[src/rtl/led_seq_pkg.sv]
// led_seq_pkg: shared types and default constants for the LED sequencer.
`default_nettype none

package led_seq_pkg;

  typedef enum logic [1:0] {
    BOUNCE = 2'd0,
    ROTL   = 2'd1,
    ROTR   = 2'd2,
    FILL   = 2'd3
  } seq_mode_e;

  typedef enum logic [1:0] {
    IDLE  = 2'd0,
    RUN   = 2'd1,
    PAUSE = 2'd2
  } state_e;

  localparam int DEF_N_LEDS = 4;
  localparam int DEF_DIV_W  = 24;
  localparam int DEF_DIV    = 25_000_000;

endpackage

`default_nettype wire

[src/rtl/led_seq_prescaler.sv]
// led_seq_prescaler: programmable step-tick divider. A load (with 0 coerced to 1)
// always wins over a tick; en low clears the count and hold freezes it.
`default_nettype none

module led_seq_prescaler
  import led_seq_pkg::*;
#(
  parameter int DIV_W       = DEF_DIV_W,
  parameter int DEFAULT_DIV = DEF_DIV
) (
  input  logic             clk,
  input  logic             rst_n,
  input  logic             en,
  input  logic             hold,
  input  logic             load,
  input  logic [DIV_W-1:0] div_val,
  output logic             tick,
  output logic [DIV_W-1:0] div_reg
);

  // Reset divisor saturates if DEFAULT_DIV does not fit in DIV_W bits.
  localparam longint MAX_DIV = (longint'(1) << DIV_W) - 1;
  localparam logic [DIV_W-1:0] RST_DIV =
    (DEFAULT_DIV < 1)                  ? DIV_W'(1) :
    (longint'(DEFAULT_DIV) > MAX_DIV)  ? '1        :
                                         DIV_W'(DEFAULT_DIV);

  logic [DIV_W-1:0] count;
  logic             at_end;

  assign at_end = (count == (div_reg - DIV_W'(1)));
  assign tick   = en && !hold && !load && at_end;

  always_ff @(posedge clk or negedge rst_n) begin
    if (!rst_n) begin
      count   <= '0;
      div_reg <= RST_DIV;
    end else if (load) begin
      count   <= '0;
      div_reg <= (div_val == '0) ? DIV_W'(1) : div_val;
    end else if (!en) begin
      count <= '0;
    end else if (!hold) begin
      count <= at_end ? '0 : count + DIV_W'(1);
    end
  end

endmodule

`default_nettype wire

[src/rtl/led_seq_ctrl.sv]
// led_seq_ctrl: LED pattern sequencer (bounce/rotl/rotr/fill) with run/idle FSM.
// Optional pause port and PAUSE state when LED_SEQ_PAUSE_EN is defined.
`default_nettype none

module led_seq_ctrl
  import led_seq_pkg::*;
#(
  parameter int N_LEDS      = DEF_N_LEDS,
  parameter int DIV_W       = DEF_DIV_W,
  parameter int DEFAULT_DIV = DEF_DIV
) (
  input  logic              clk,
  input  logic              rst_n,
  input  logic              start,
  input  logic              stop,
  input  logic [1:0]        mode,
  input  logic [DIV_W-1:0]  div_val,
  input  logic              div_load,
`ifdef LED_SEQ_PAUSE_EN
  input  logic              pause,
`endif
  output logic [N_LEDS-1:0] leds,
  output logic              busy,
  output logic              step,
  output logic              wrap
);

  localparam logic [N_LEDS-1:0] FIRST = N_LEDS'(1);
  localparam logic [N_LEDS-1:0] LAST  = {1'b1, {(N_LEDS-1){1'b0}}};

  state_e            state;
  seq_mode_e         mode_q;
  logic              dir_up;
  logic              pause_in;
  logic              active;
  logic              tick;
  logic [DIV_W-1:0]  div_reg;
  logic [N_LEDS-1:0] nxt_leds;
  logic              nxt_wrap;
  logic              nxt_dir_up;
  logic [N_LEDS-1:0] start_pat;

`ifdef LED_SEQ_PAUSE_EN
  assign pause_in = pause;
`else
  assign pause_in = 1'b0;
`endif

  assign active = (state != IDLE);

  // Stop clears the count in the same cycle it is seen, so IDLE always holds 0.
  led_seq_prescaler #(
    .DIV_W       (DIV_W),
    .DEFAULT_DIV (DEFAULT_DIV)
  ) u_prescaler (
    .clk     (clk),
    .rst_n   (rst_n),
    .en      (active && !stop),
    .hold    (active && pause_in),
    .load    (div_load),
    .div_val (div_val),
    .tick    (tick),
    .div_reg (div_reg)
  );

  assert property (@(posedge clk) disable iff (!rst_n) div_reg != '0);

  always_comb begin
    start_pat = FIRST;
    if (seq_mode_e'(mode) == ROTR) begin
      start_pat = LAST;
    end
  end

  always_comb begin
    nxt_leds   = leds;
    nxt_wrap   = 1'b0;
    nxt_dir_up = dir_up;
    case (mode_q)
      BOUNCE: begin
        if (dir_up) begin
          nxt_leds   = leds << 1;
          nxt_dir_up = !nxt_leds[N_LEDS-1];
        end else begin
          nxt_leds   = leds >> 1;
          nxt_dir_up = nxt_leds[0];
          nxt_wrap   = nxt_leds[0];
        end
      end
      ROTL: begin
        nxt_leds = {leds[N_LEDS-2:0], leds[N_LEDS-1]};
        nxt_wrap = (nxt_leds == FIRST);
      end
      ROTR: begin
        nxt_leds = {leds[0], leds[N_LEDS-1:1]};
        nxt_wrap = (nxt_leds == LAST);
      end
      FILL: begin
        if (leds[N_LEDS-1]) begin
          nxt_leds = FIRST;
          nxt_wrap = 1'b1;
        end else begin
          nxt_leds = {leds[N_LEDS-2:0], 1'b1};
        end
      end
    endcase
  end

  always_ff @(posedge clk or negedge rst_n) begin
    if (!rst_n) begin
      state  <= IDLE;
      mode_q <= BOUNCE;
      dir_up <= 1'b1;
      leds   <= '0;
      busy   <= 1'b0;
      step   <= 1'b0;
      wrap   <= 1'b0;
    end else begin
      step <= 1'b0;
      wrap <= 1'b0;
      case (state)
        IDLE: begin
          if (start && !stop) begin
            state  <= RUN;
            mode_q <= seq_mode_e'(mode);
            dir_up <= 1'b1;
            leds   <= start_pat;
            busy   <= 1'b1;
          end
        end
        RUN, PAUSE: begin
          if (stop) begin
            state <= IDLE;
            leds  <= '0;
            busy  <= 1'b0;
          end else begin
            state <= pause_in ? PAUSE : RUN;
            if (tick) begin
              leds   <= nxt_leds;
              dir_up <= nxt_dir_up;
              step   <= 1'b1;
              wrap   <= nxt_wrap;
            end
          end
        end
        default: begin
          state <= IDLE;
          leds  <= '0;
          busy  <= 1'b0;
        end
      endcase
    end
  end

endmodule

`default_nettype wire

[config.mk]
export PLATFORM = sky130hd
export DESIGN_NAME = led_seq_ctrl
export DESIGN_NICKNAME = d
export VERILOG_FILES = /design/src/rtl/led_seq_pkg.sv /design/src/rtl/led_seq_prescaler.sv /design/src/rtl/led_seq_ctrl.sv
export SDC_FILE = /design/constraint.sdc
export NUM_CORES = 1
export LEC_CHECK = 0
export CORE_UTILIZATION = 35
export CTS_CLUSTER_DIAMETER = 150
export CTS_CLUSTER_SIZE = 14
export DETAILED_ROUTE_END_ITERATION = 10
export GPL_TIMING_DRIVEN = 0
export SYNTH_ARGS = -nofsm -noshare
export SYNTH_HDL_FRONTEND = slang
export SYNTH_HIERARCHICAL = 1
export SYNTH_SLANG_ARGS = --single-unit
[constraint.sdc]
create_clock -name clk -period 4.1 [get_ports clk]
set_clock_uncertainty 0.2 [all_clocks]
set_input_delay 0.82 -clock clk [delete_from_list [all_inputs] [get_ports clk]]
set_output_delay 0.82 -clock clk [all_outputs]
set_load 0.1 [all_outputs]
==> impl_metrics.json <==
{
  "grtUsageMet3_pct": 3.77,
  "detail-route-antenna-nets": 0,
  "yosys-mux-area-fraction_pct": 7.00,
  "design.final.nets": 487,
  "timing.critical_path.required_ns": 4.15,
  "clk-insertion-delay-late_ns": 0.34,
  "synth_most_common_cell": "sky130_fd_sc_hd__nand2_1",
  "io_buffers": 37,
  "drc": 0,
  "clock_tree.buffer_depth": 2,
  "synth_top_area_share_pct": 22.6,
  "cts_max_level": 3,
  "gr-usage-met1_pct": 24.7,
  "critPathMaxFanout": 10,
  "detailedPlacementHpwl_um": 6890,
  "cts_root_buf": "sky130_fd_sc_hd__clkbuf_8",
  "post_synth_instance_area_um2": 3770,
  "floorplan.die.height_um": 106,
  "critPathLaunchType": "flop",
  "drt-vias-per-instance": 5.66,
  "numCtsBuffers": 9,
  "synth_commonest_cells": "sky130_fd_sc_hd__nand2_1 (43), sky130_fd_sc_hd__dfrtp_1 (34), sky130_fd_sc_hd__nand4_1 (30)",
  "i_o_pin_count": 38,
  "synth-xor-area-share_pct": 7.20,
  "synth.area.top_cells": "sky130_fd_sc_hd__dfrtp_1 (23%), sky130_fd_sc_hd__dfstp_2 (17%), sky130_fd_sc_hd__mux2_2 (5.7%)",
  "most_used_flip_flop_cell_after_synthesis": "sky130_fd_sc_hd__dfrtp_1",
  "initial_core_util_pct": 36.4,
  "track_usage_pct": 18.1,
  "timing_worst_setup_path_type": "reg2reg",
  "tritoncts": "yes",
  "power.ir.vdd_worst_mv": 0.203,
  "cts_sinks": 59,
  "first_global_vias": 3183,
  "grtUsageMet2_pct": 28.8,
  "grt_most_used_layer": "met2",
  "finalSetupViolations": 0,
  "grt_first_pass_wirelength_um": 16000,
  "fin_setup_tns_ns": 0,
  "final_hold_violating_endpoints": 0,
  "pin_count_of_the_biggest_net_entering_global_routing": 39,
  "yosys.cell_types.count": 64,
  "status": "complete, no violations",
  "synth_top_cell_by_area": "sky130_fd_sc_hd__dfrtp_1",
  "powerDensity_nw_per_um2": 325,
  "global_route.overflow_total": 0,
  "synth_top_family_by_area": "simple AND/OR/NAND/NOR gates",
  "die_w_um": 106,
  "yosysWarningCount": 6,
  "place_area_um2": 4340,
  "async_flop_share_pct": 100,
  "setup_slack_ns": 0.237,
  "clk_pin_slew_ns": 0.07,
  "synth-edff-count": 0,
  "syn_inst": 403,
  "tightest_slew_ns": 0.978,
  "first_iter_violations": 169,
  "yosysSeqAreaShare_pct": 40.0,
  "first_pass_iters": 4,
  "insertedDiodeCount": 0,
  "slew-limit-headroom_pct": 34.6,
  "finalPower_w": 0.00148,
  "max_freq_mhz": 259,
  "synth.ff_latch_count": 59,
  "core_um2": 10400,
  "placementRows": 37,
  "final.min_clock_period_ns": 3.86,
  "timing.critical_path.to_type": "flop",
  "post-cts-setup-buffer-count": 0,
  "relative_area_change_from_synthesis_to_final_layout_pct": 20.2,
  "dieArea_um2": 11200,
  "post-place-ws_ns": 0.0826,
  "critPathArrivalTime_ns": 3.91,
  "post_synth_fa_ha_maj_area_fraction_pct": 0.663,
  "synth_compound_gate_area_share_pct": 13.5,
  "fin_area_um2": 4530,
  "post_synthesis_mean_instance_area_um2": 9.36,
  "drt-total-wl_um": 9490,
  "layout_worst_path_cycle_share_pct": 94.2,
  "antenna_found_initial": 0,
  "holdPathStages": 1,
  "timing.final.max_slew_violations": 0,
  "total_number_of_vias": 3366,
  "reg2reg_depth": 15,
  "hold_buffers": 0,
  "final_layout_size_suffix_gt1_share_pct": 19.4,
  "worst_hold_margin_ns": 0.330,
  "gp_routability_congestion": 0.813,
  "worst_hold_path_type": "reg2reg",
  "synth-simple-area-share_pct": 26.5,
  "max_cap_violations": 0,
  "total_leakage_power_nw": 1.60,
  "wl_per_cell_um": 16.0
}
## worst max-delay path, cell delays in order, from the launching register on
cell and delay [ns]:
sky130_fd_sc_hd__dfstp_2 0.57, sky130_fd_sc_hd__inv_1 0.06, sky130_fd_sc_hd__ha_1 0.20, sky130_fd_sc_hd__nor2b_1 0.12, sky130_fd_sc_hd__clkbuf_1 0.18, sky130_fd_sc_hd__or3_1 0.38, sky130_fd_sc_hd__o211ai_1 0.09, sky130_fd_sc_hd__nand3_1 0.13
sky130_fd_sc_hd__nor4_2 0.38, sky130_fd_sc_hd__o2111ai_2 0.27, sky130_fd_sc_hd__buf_2 0.27, sky130_fd_sc_hd__nor3b_2 0.23, sky130_fd_sc_hd__and3b_2 0.20, sky130_fd_sc_hd__buf_2 0.14, sky130_fd_sc_hd__o21ai_0 0.09, sky130_fd_sc_hd__o31ai_1 0.24
## worst paths after layout
check | from | endpoint | slack, ns
min in group asynchronous | rst_n | u_prescaler/div_reg[2]$_DFFE_PN1P_ | 0.58
setup / recovery | u_prescaler/div_reg[0]$_DFFE_PN1P_ | leds[1]$_DFFE_PN0P_ | 0.24
setup reg to reg | u_prescaler/div_reg[0]$_DFFE_PN1P_ | leds[1]$_DFFE_PN0P_ | 0.24
hold reg to reg | busy$_DFFE_PN0P_ | busy$_DFFE_PN0P_ | 0.33
max in group asynchronous | rst_n | dir_up$_DFFE_PN1P_ | 2.80
hold / removal | busy$_DFFE_PN0P_ | busy$_DFFE_PN0P_ | 0.33
## kinds of logic (layout without fill, tap and decap cells)
group           Yosys count  in the layout
simple gates            175            175
compound gates           69             69
flops                    59             59
buf+inv                  43             97
xor+xnor                 31             31
mux                      23             23
fa+ha+maj                 2              2
other cells               1              3
## per-stage QoR
stage / utilization [%] / instances
after floorplan: - / 405
after global placement: 41.7 / 578
after detailed placement: 41.8 / 579
after CTS: 43.6 / 595
after global routing: 43.7 / 595
final: 43.7 / 595
## metal layers
layer  vias up  wire [um]
li1       1606          -
met5         -          0
met1      1672       4600
met2        80       4410
met4         0         70
met3         8        409
## cell usage in the layout (no fill, tap or decap), types with 15 or more instances in the layout
cell / count
sky130_fd_sc_hd__clkbuf_1: 16
sky130_fd_sc_hd__clkdlybuf4s50_1: 36
sky130_fd_sc_hd__dfrtp_1: 34
sky130_fd_sc_hd__dfstp_2: 25
sky130_fd_sc_hd__inv_1: 17
sky130_fd_sc_hd__mux2_2: 19
sky130_fd_sc_hd__nand2_1: 43
sky130_fd_sc_hd__nand3_1: 15
sky130_fd_sc_hd__nand4_1: 30
sky130_fd_sc_hd__o311ai_1: 18
sky130_fd_sc_hd__xnor2_1: 21
## timing repair
action                                  CTS  global route
resized for setup                         0             3
endpoints found under the hold margin     0             0
endpoints found under the setup margin    0             6
## final cells by class
type | count | area, um^2
well taps | 136 | 170
flip-flops and latches | 59 | 1510
plain buffers | 26 | 128
repair buffers | 38 | 385
clock buffers | 14 | 173
clock inverters | 2 | 10.0
multi-input cells | 303 | 2100
fillers | 1053 | 5840
inverters | 17 | 63.8
## where the power goes
part           leakage [nW]  internal (W)  switching [W]
clock network        0.0965      0.000268       0.000239
registers             0.724      0.000637      0.0000504
logic                 0.779      0.000125       0.000155
Power figures use the tool's default switching activity.
